--- config.mk ---
export PLATFORM = sky130hd
export DESIGN_NAME = cfa_pre_equ_scheduler
export DESIGN_NICKNAME = d
export VERILOG_FILES = /design/src/rtl/cfa_pre_equ_scheduler.sv
export SDC_FILE = /design/constraint.sdc
export NUM_CORES = 1
export LEC_CHECK = 0
export ABC_AREA = 1
export CELL_PAD_IN_SITES_DETAIL_PLACEMENT = 1
export CELL_PAD_IN_SITES_GLOBAL_PLACEMENT = 1
export CORE_MARGIN = 5
export CORE_UTILIZATION = 36
export DETAILED_ROUTE_END_ITERATION = 12
export MAX_ROUTING_LAYER = met4
export PLACE_DENSITY = 0.85
export SLEW_MARGIN = 15
export SYNTH_ARGS = -nofsm -noshare
export SYNTH_HDL_FRONTEND = slang
export SYNTH_SLANG_ARGS = --single-unit
export TNS_END_PERCENT = 1
--- constraint.sdc ---
create_clock -name clk -period 1.73 [get_ports clk]
set_clock_uncertainty 0.15 [all_clocks]
set_input_delay 0.346 -clock clk [delete_from_list [all_inputs] [get_ports clk]]
set_output_delay 0.346 -clock clk [all_outputs]
set_load 0.01 [all_outputs]
--- src/rtl/cfa_pre_equ_scheduler.sv ---
`default_nettype none
// +--------------------------------------------------------------------------+
// | cfa_pre_equ_scheduler: raster sequencer issuing R/B sites of a Bayer     |
// | frame to the diagonal-interpolation datapath, tagging results.           |
// | Rev 1.0                                                                  |
// +--------------------------------------------------------------------------+
module cfa_pre_equ_scheduler #(
    parameter int IMG_W = 64,
    parameter int IMG_H = 64,
    parameter int CW    = 10,
    parameter int LAT   = 2,
    parameter int BAYER = 0
) (
    input  logic          clk,
    input  logic          rst,
    input  logic          start,
    output logic          busy,
    output logic          done,
    output logic          win_req,
    output logic [CW-1:0] win_row,
    output logic [CW-1:0] win_col,
    input  logic          win_ack,
    output logic          eq_en,
    output logic          eq_site,
    input  logic          out_ready,
    output logic          out_valid,
    output logic [CW-1:0] out_row,
    output logic [CW-1:0] out_col,
    output logic          out_site
);

    localparam logic [1:0] c_IDLE     = 2'd0;
    localparam logic [1:0] c_SCAN     = 2'd1;
    localparam logic [1:0] c_WAIT_ACK = 2'd2;
    localparam logic [1:0] c_DRAIN    = 2'd3;

    // {row parity, col parity} of the R site; the B site is its diagonal opposite
    localparam logic [1:0]    c_r_pos    = 2'(BAYER);
    localparam logic [CW-1:0] c_one      = CW'(1);
    localparam logic [CW-1:0] c_row_last = CW'(IMG_H - 2);
    localparam logic [CW-1:0] c_col_last = CW'(IMG_W - 2);

    logic [1:0]    state_q, state_d;
    logic [CW-1:0] row_q, row_d, col_q, col_d;
    logic [CW-1:0] tag_row_q, tag_row_d, tag_col_q, tag_col_d;
    logic          site_q, site_d;
    logic          eq_en_q, eq_en_d;
    logic          done_q, done_d;

    logic [LAT-1:0] pv_q;
    logic [LAT-1:0] psite_q;
    logic [CW-1:0]  prow_q [LAT];
    logic [CW-1:0]  pcol_q [LAT];

    logic w_is_r, w_is_b, w_last, w_adv, w_pend;

    assign w_is_r = ({row_q[0], col_q[0]} == c_r_pos);
    assign w_is_b = ({row_q[0], col_q[0]} == ~c_r_pos);
    assign w_last = (row_q == c_row_last) && (col_q == c_col_last);

    // Pending work excludes the output stage, so done lands right after the last result
    always_comb begin
        w_pend = eq_en_q;
        for (int i = 0; i < LAT - 1; i++) begin
            w_pend = w_pend | pv_q[i];
        end
    end

    always_ff @(posedge clk) begin
        if (!rst) begin
            state_q   <= c_IDLE;
            row_q     <= c_one;
            col_q     <= c_one;
            tag_row_q <= '0;
            tag_col_q <= '0;
            site_q    <= 1'b0;
            eq_en_q   <= 1'b0;
            done_q    <= 1'b0;
        end else begin
            state_q   <= state_d;
            row_q     <= row_d;
            col_q     <= col_d;
            tag_row_q <= tag_row_d;
            tag_col_q <= tag_col_d;
            site_q    <= site_d;
            eq_en_q   <= eq_en_d;
            done_q    <= done_d;
        end
    end

    always_comb begin
        state_d   = state_q;
        row_d     = row_q;
        col_d     = col_q;
        tag_row_d = tag_row_q;
        tag_col_d = tag_col_q;
        site_d    = site_q;
        eq_en_d   = 1'b0;
        done_d    = 1'b0;
        w_adv     = 1'b0;
        case (state_q)
            c_IDLE: begin
                if (start) begin
                    state_d = c_SCAN;
                    row_d   = c_one;
                    col_d   = c_one;
                end
            end
            c_SCAN: begin
                if (!(w_is_r || w_is_b)) begin
                    w_adv = 1'b1;
                end else if (out_ready) begin
                    state_d = c_WAIT_ACK;
                    site_d  = w_is_b;
                end
            end
            c_WAIT_ACK: begin
                if (win_ack) begin
                    state_d   = c_SCAN;
                    eq_en_d   = 1'b1;
                    tag_row_d = row_q;
                    tag_col_d = col_q;
                    w_adv     = 1'b1;
                end
            end
            c_DRAIN: begin
                if (!w_pend) begin
                    state_d = c_IDLE;
                    done_d  = 1'b1;
                end
            end
            default: state_d = c_IDLE;
        endcase
        if (w_adv) begin
            if (w_last) begin
                state_d = c_DRAIN;
            end else if (col_q == c_col_last) begin
                col_d = c_one;
                row_d = row_q + c_one;
            end else begin
                col_d = col_q + c_one;
            end
        end
    end

    always_comb begin
        busy    = (state_q != c_IDLE);
        win_req = (state_q == c_WAIT_ACK);
    end

    always_ff @(posedge clk) begin
        if (!rst) begin
            pv_q    <= '0;
            psite_q <= '0;
            for (int i = 0; i < LAT; i++) begin
                prow_q[i] <= '0;
                pcol_q[i] <= '0;
            end
        end else begin
            pv_q[0]    <= eq_en_q;
            psite_q[0] <= site_q;
            prow_q[0]  <= tag_row_q;
            pcol_q[0]  <= tag_col_q;
            for (int i = 1; i < LAT; i++) begin
                pv_q[i]    <= pv_q[i-1];
                psite_q[i] <= psite_q[i-1];
                prow_q[i]  <= prow_q[i-1];
                pcol_q[i]  <= pcol_q[i-1];
            end
        end
    end

    assign done      = done_q;
    assign win_row   = row_q;
    assign win_col   = col_q;
    assign eq_en     = eq_en_q;
    assign eq_site   = site_q;
    assign out_valid = pv_q[LAT-1];
    assign out_row   = prow_q[LAT-1];
    assign out_col   = pcol_q[LAT-1];
    assign out_site  = psite_q[LAT-1];

endmodule
`default_nettype wire

Word level (Yosys, flattened, before mapping)
Memory sizes are Yosys's and may differ from the RTL's.
Cells that the tools add are included.
Widths: inputs -> output; s select.
{"block": "totals", "ram_bits": 40, "inputBits": 5, "memories": 2, "wordCells": 62, "output_inout_bits": 47, "register_bits": 49}
{"block": "classes", "mux": 28, "eq_ne": 6, "bitwise_logic": 5, "n_reduce_logical": 9, "add_sub_neg": 2}
{"memory": "pcol_q", "words": 2, "word_bits": 10, "rd": 2, "rd_ports_with_merged_regs": 0, "wr": 2, "line": "53", "rtl": "logic [CW-1:0] pcol_q [LAT];"}
{"memory": "prow_q", "words": 2, "word_bits": 10, "rd": 2, "rd_ports_with_merged_regs": 0, "wr": 2, "line": "52", "rtl": "logic [CW-1:0] prow_q [LAT];"}
{"operator": "$mux 10", "n": 14}
{"operator": "$add 10x1->10 const B", "n": 2}
{"operator": "$eq 10x6->1 const B", "n": 2}
{"operator": "$mux 2", "n": 7}
{"operator": "$pmux 2 s4", "n": 1}
{"operator": "$eq 2x2->1 const B", "n": 3}
{"operator": "$reduce_and 2->1", "n": 3}
{"operator": "$mux 1", "n": 5}
{"operator": "$or 1x1->1", "n": 5}
{"operator": "$logic_not 2->1", "n": 2}
{"operator": "$reduce_and 3->1", "n": 1}
{"operator": "$eq 2x1->1 const B", "n": 1}
{"operator": "$pmux 1 s2", "n": 1}
{"operator": "$reduce_bool 2->1", "n": 1}
{"operator": "$logic_and 1x1->1", "n": 1}
{"operator": "$logic_or 1x1->1", "n": 1}

Logic depth before layout (Yosys ltp)
{"block": "depth", "ltp_word": 6, "mapped_depth": 11}

Worst setup path before layout
Ideal clock, no wire load.
{"block": "synth_timing", "path_kind": "register to register", "start": "reg row_q[0], in the netlist win_row[0]", "end": "reg col_q[1], in the netlist win_col[1]", "path_slack_ns": -0.075, "arrival_ns": 1.583, "n_path_buf": 0, "required_ns": 1.508, "period_less_slack_ns": 1.805, "path_stages_with_launch": 9, "cell_sequence": "dfxtp_1 ha_1 inv_1 o21ai_2 nand2_1 inv_2 nand2_1 or2_2 a21oi_1"}
{"block": "synth_via", "elab_chain_cells": 5, "elab_cells_between_ends": 9, "cone_classes": "eq/ne (2); mux (4); reduce/logical (3)"}
{"item": "start, declared", "line": "44", "rtl": "logic [CW-1:0] row_q, row_d, col_q, col_d;"}
{"item": "start signal, assigned", "line": "72", "rtl": "row_q <= c_one;"}
{"item": "start signal, assigned", "line": "81", "rtl": "row_q <= row_d;"}
{"item": "$eq 2x2->1 or $logic_not 2->1 (tied branches)", "line": "58, 57"}
{"item": "$logic_or 1x1->1", "line": "110", "rtl": "if (!(w_is_r || w_is_b)) begin"}
{"item": "$mux 1", "line": "110"}
{"item": "$pmux 1 s2", "line": "101", "rtl": "case (state_q)"}
{"item": "$mux 10 *", "line": "134", "rtl": "if (w_adv) begin"}
{"item": "end signal, assigned", "line": "73", "rtl": "col_q <= c_one;"}
{"item": "end signal, assigned", "line": "82", "rtl": "col_q <= col_d;"}
{"item": "end, declared", "line": "44"}
Every way passes the cells marked *; elsewhere a longest branch is shown, timed or not.
A chain may end at the register's enable or synchronous reset.

Worst setup path in the final report
{"block": "layout_timing", "start": "reg state_q[1]", "end": "reg row_q[1], in the netlist win_row[1]"}
{"block": "layout_via", "elab_chain_cells": 5, "elab_cells_between_ends": 8, "cone_classes": "eq/ne (2); mux (5); reduce/logical (1)"}
{"item": "start, declared", "line": "43", "rtl": "logic [1:0] state_q, state_d;"}
{"item": "start signal, assigned", "line": "71", "rtl": "state_q <= c_IDLE;"}
{"item": "start signal, assigned", "line": "80", "rtl": "state_q <= state_d;"}
{"item": "$logic_not 2->1", "line": "101"}
{"item": "$mux 10", "line": "101"}
{"item": "$mux 10", "line": "137", "rtl": "end else if (col_q == c_col_last) begin"}
{"item": "$mux 10", "line": "135", "rtl": "if (w_last) begin"}
{"item": "$mux 10 *", "line": "134"}
Marked as above.

==> flow_summary.ini <==
[route]
detail_route.wl_per_cell_um = 15.77
detail_route.drc_violations = 0
pre_antenna_drt_iters = 4
drtAntennaViolNets = 0
total_number_of_vias = 3154
route.final.wire_length_um = 10430
routed_via_density = 4.772
dr.first_iter.drc_count = 230

[timing]
finalWorstPathRequiredPeriod_ns = 1.776
slew_headroom = 0.7986
totalNegativeSetupSlack_ns = -0.07509
setup_viol = 4
fin_worst_hold_slack_ns = 0.2608
highest_clock_rate_mhz = 563.1
layout_setup_ws_ns = -0.04589
finalHoldViolCount = 0
tightest_slew_ns = 0.3018
report.final.slew_viol_count = 0
layout_worst_path_cycle_share = 1.027
unrepaired_setup_endpoints_after_global_routing = true

[floorplan]
io_pins = 52
die_height_um = 109.9
dieWidth_um = 109.9
placement_rows = 36
initial_core_utilization = 0.3679
fp.coreArea_sq_um = 9774
dieArea_sq_um = 12090

[pwr]
post-layout-total-power_mw = 3.785
vdd.ir_drop.worst_mv = 0.4484
p_leak_nw = 2.761
power_density_nw_per_um2 = 774.1

[logic_synthesis]
syn_nets = 464
synth_top_cells_by_area = dfxtp_1 (50%), nand2_1 (9.9%), inv_1 (8.0%)
share_of_synthesized_registers_carrying_an_async_set_or_reset = 0
synth_top_flop_cell = dfxtp_1
synth_top_cell_by_area = dfxtp_1
synth.ff_latch_count = 89
syn_inst = 449
share_of_the_yosys_chip_area_belonging_to_registers = 0.4955
ys_types = 31
synth_top_area_share = 0.4955
postSynthAreaPerCell_sq_um = 8.009
synth-edff-count = 0
yosys_warnings = 0
netlist_area_sq_um = 3596

[finish]
multiInputGateArea_sq_um = 1501
final_util = 0.5003
antenna_cells = 0
syn_to_final_growth_pct = 35.98
seq_area_sq_um = 1800
final_nets = 538
finalInstanceArea_sq_um = 4890
final.fill_count = 1181
drive_above_1_share = 0.2443
fin_cells = 661

[worst_hold_path]
worst_hold_path_type = input port to register
min-delay-start = rst

[critical_path]
crit_slowest_cell = dfxtp_2
cpPeakStageDelay_ns = 0.34
cell_by_cell_listing_of_the_critical_path = buf_4, ha_4, nand2_4, o21ai_2, nand2_2, clkinv_4, buf_12, nand2_8, o21ai_1, a21oi_1
crit_path_category = register to register
critPathMaxFanout = 8
data_required_time_of_the_critical_path_ns = 1.86
worst_reg2reg_startpoint = state_q[1]
worst-endpoint-arrival_ns = 1.91
crit_path_start_kind = register
worstSetupEndpointType = register
setup.worst_path.start = state_q[1]

[global_route]
grt_max_degree = 60
grt_use_total = 0.1698
gr-total-overflow = 0
grt_first_pass_wirelength_um = 15590
vias_in_the_first_global_route = 3230
antenna_found_initial = 0

[cts]
clock_sinks = 89
source_to_sink_clock_delay_at_the_later_pin_of_the_worst_skew_pair_ns = 0.37
clkTransAtPathRegs_ns = 0.10
h_tree_depth = 3
cts-root-buf = clkbuf_8
clock_tree_from_tritoncts = built
clockBufferDepth = 2
cts_inserted_buffers = 9
cts_hold_buf = 0

[placement]
dpl.hpwl_um = 6533
detailedPlace.worstSlack_ns = -0.2183
globalplace.congestion = 0.9073
buffer_ports.inserted = 51
dpl-instance-area_sq_um = 4375
dp_cells = 635

[job]
maxCapViolCount = 0

[status]
violated_checks = negative setup slack
status = complete, but fails checks
worst max-delay path, delay by kind of cell (launching register included):
family	cells	cell delay [ns]
AO/OA/AOI/OAI	3	0.34
adder cells (fa/ha/maj)	1	0.17
buffers and inverters	3	0.40
flip-flops	1	0.34
AND/OR/NAND/NOR	3	0.28
cell usage after synthesis, types with 4 or more instances:
cell type / instances
nand2_1: 95
dfxtp_1: 89
inv_1: 77
nor2_1: 27
nand3_1: 24
a21oi_1: 21
buf_4: 21
a22oi_1: 17
o21ai_0: 15
ha_1: 10
clkbuf_1: 7
nand4_1: 6
nand2_2: 5
nor2_4: 4
o21ai_1: 4
kinds of logic (layout without fill, tap and decap cells):
family,after synthesis,count (layout),synth area share
simple gates,171,173,0.2182
buf+inv,114,191,0.1437
flops,89,89,0.4955
compound gates,65,65,0.1079
fa+ha+maj,10,10,0.03479
routing by layer:
layer	share of wire	GRT usage	vias up
li1	-	-	1533
met1	0.42	0.2013	1525
met2	0.51	0.2821	77
met3	0.046	0.04521	19
met4	0.019	0.05076	0
met5	0	-	-
report_power, final:
group	internal, mW	total [mW]	switching [mW]
registers	2.06	2.07	0.0104
logic	0.0813	0.227	0.145
clock network	0.689	1.49	0.800
cells in the final DEF, fill, tap and decap left out, drive strengths merged:
cell type	Yosys	routed
a31oi	1	1
a21oi	21	21
clkdlybuf4s50	0	3
nand4	6	6
dlymetal6s2s	0	18
buf	26	45
dfxtp	89	89
o22ai	1	1
inv	79	81
nor2	31	31
ha	10	10
clkinvlp	0	2
o211ai	3	3
nor3	3	3
nand2	102	104
clkinv	2	3
bufinv	0	1
o31ai	1	1
dlygate4sd2	0	24
clkdlybuf4s15	0	3
o21ai	21	21
or2	2	2
clkbuf	7	11
nand3	27	27
a22oi	17	17
final timing paths:
kind	slack, ns	to	cells past startpoint
min reg2reg	0.27	pcol_q[0][18]	2
max	-0.05	win_row[1]	10
min	0.26	eq_en	4
max reg2reg	-0.05	win_row[1]	10
final cells by class:
cell class,instances,area share
clock buffers,10,0.02610
clock inverters,6,0.01510
inverters,81,0.06320
multi-input cells,248,0.3071
flip-flops and latches,89,0.3682
well taps,133,0.03403
repair buffers,94,0.1863
repair_timing:
action                                  in CTS  in global routing
endpoints found under the setup margin      42                 45
buffers inserted                             0                  8
pin swaps                                    0                 19
gates cloned                                 0                  2
resized for setup                           43                 73
sequential cells by signal, summed over array words and instances, names as in the netlist:
| register | flops |
|---|---|
| eq_site | 1 |
| prow_q | 20 |
| done | 1 |
| psite_q | 2 |
| win_col | 10 |
| tag_col_q | 10 |
| win_row | 10 |
| tag_row_q | 10 |
| eq_en | 1 |
| pv_q | 2 |
| pcol_q | 20 |
| state_q | 2 |
No activity file was read; power rests on OpenSTA's default activity.
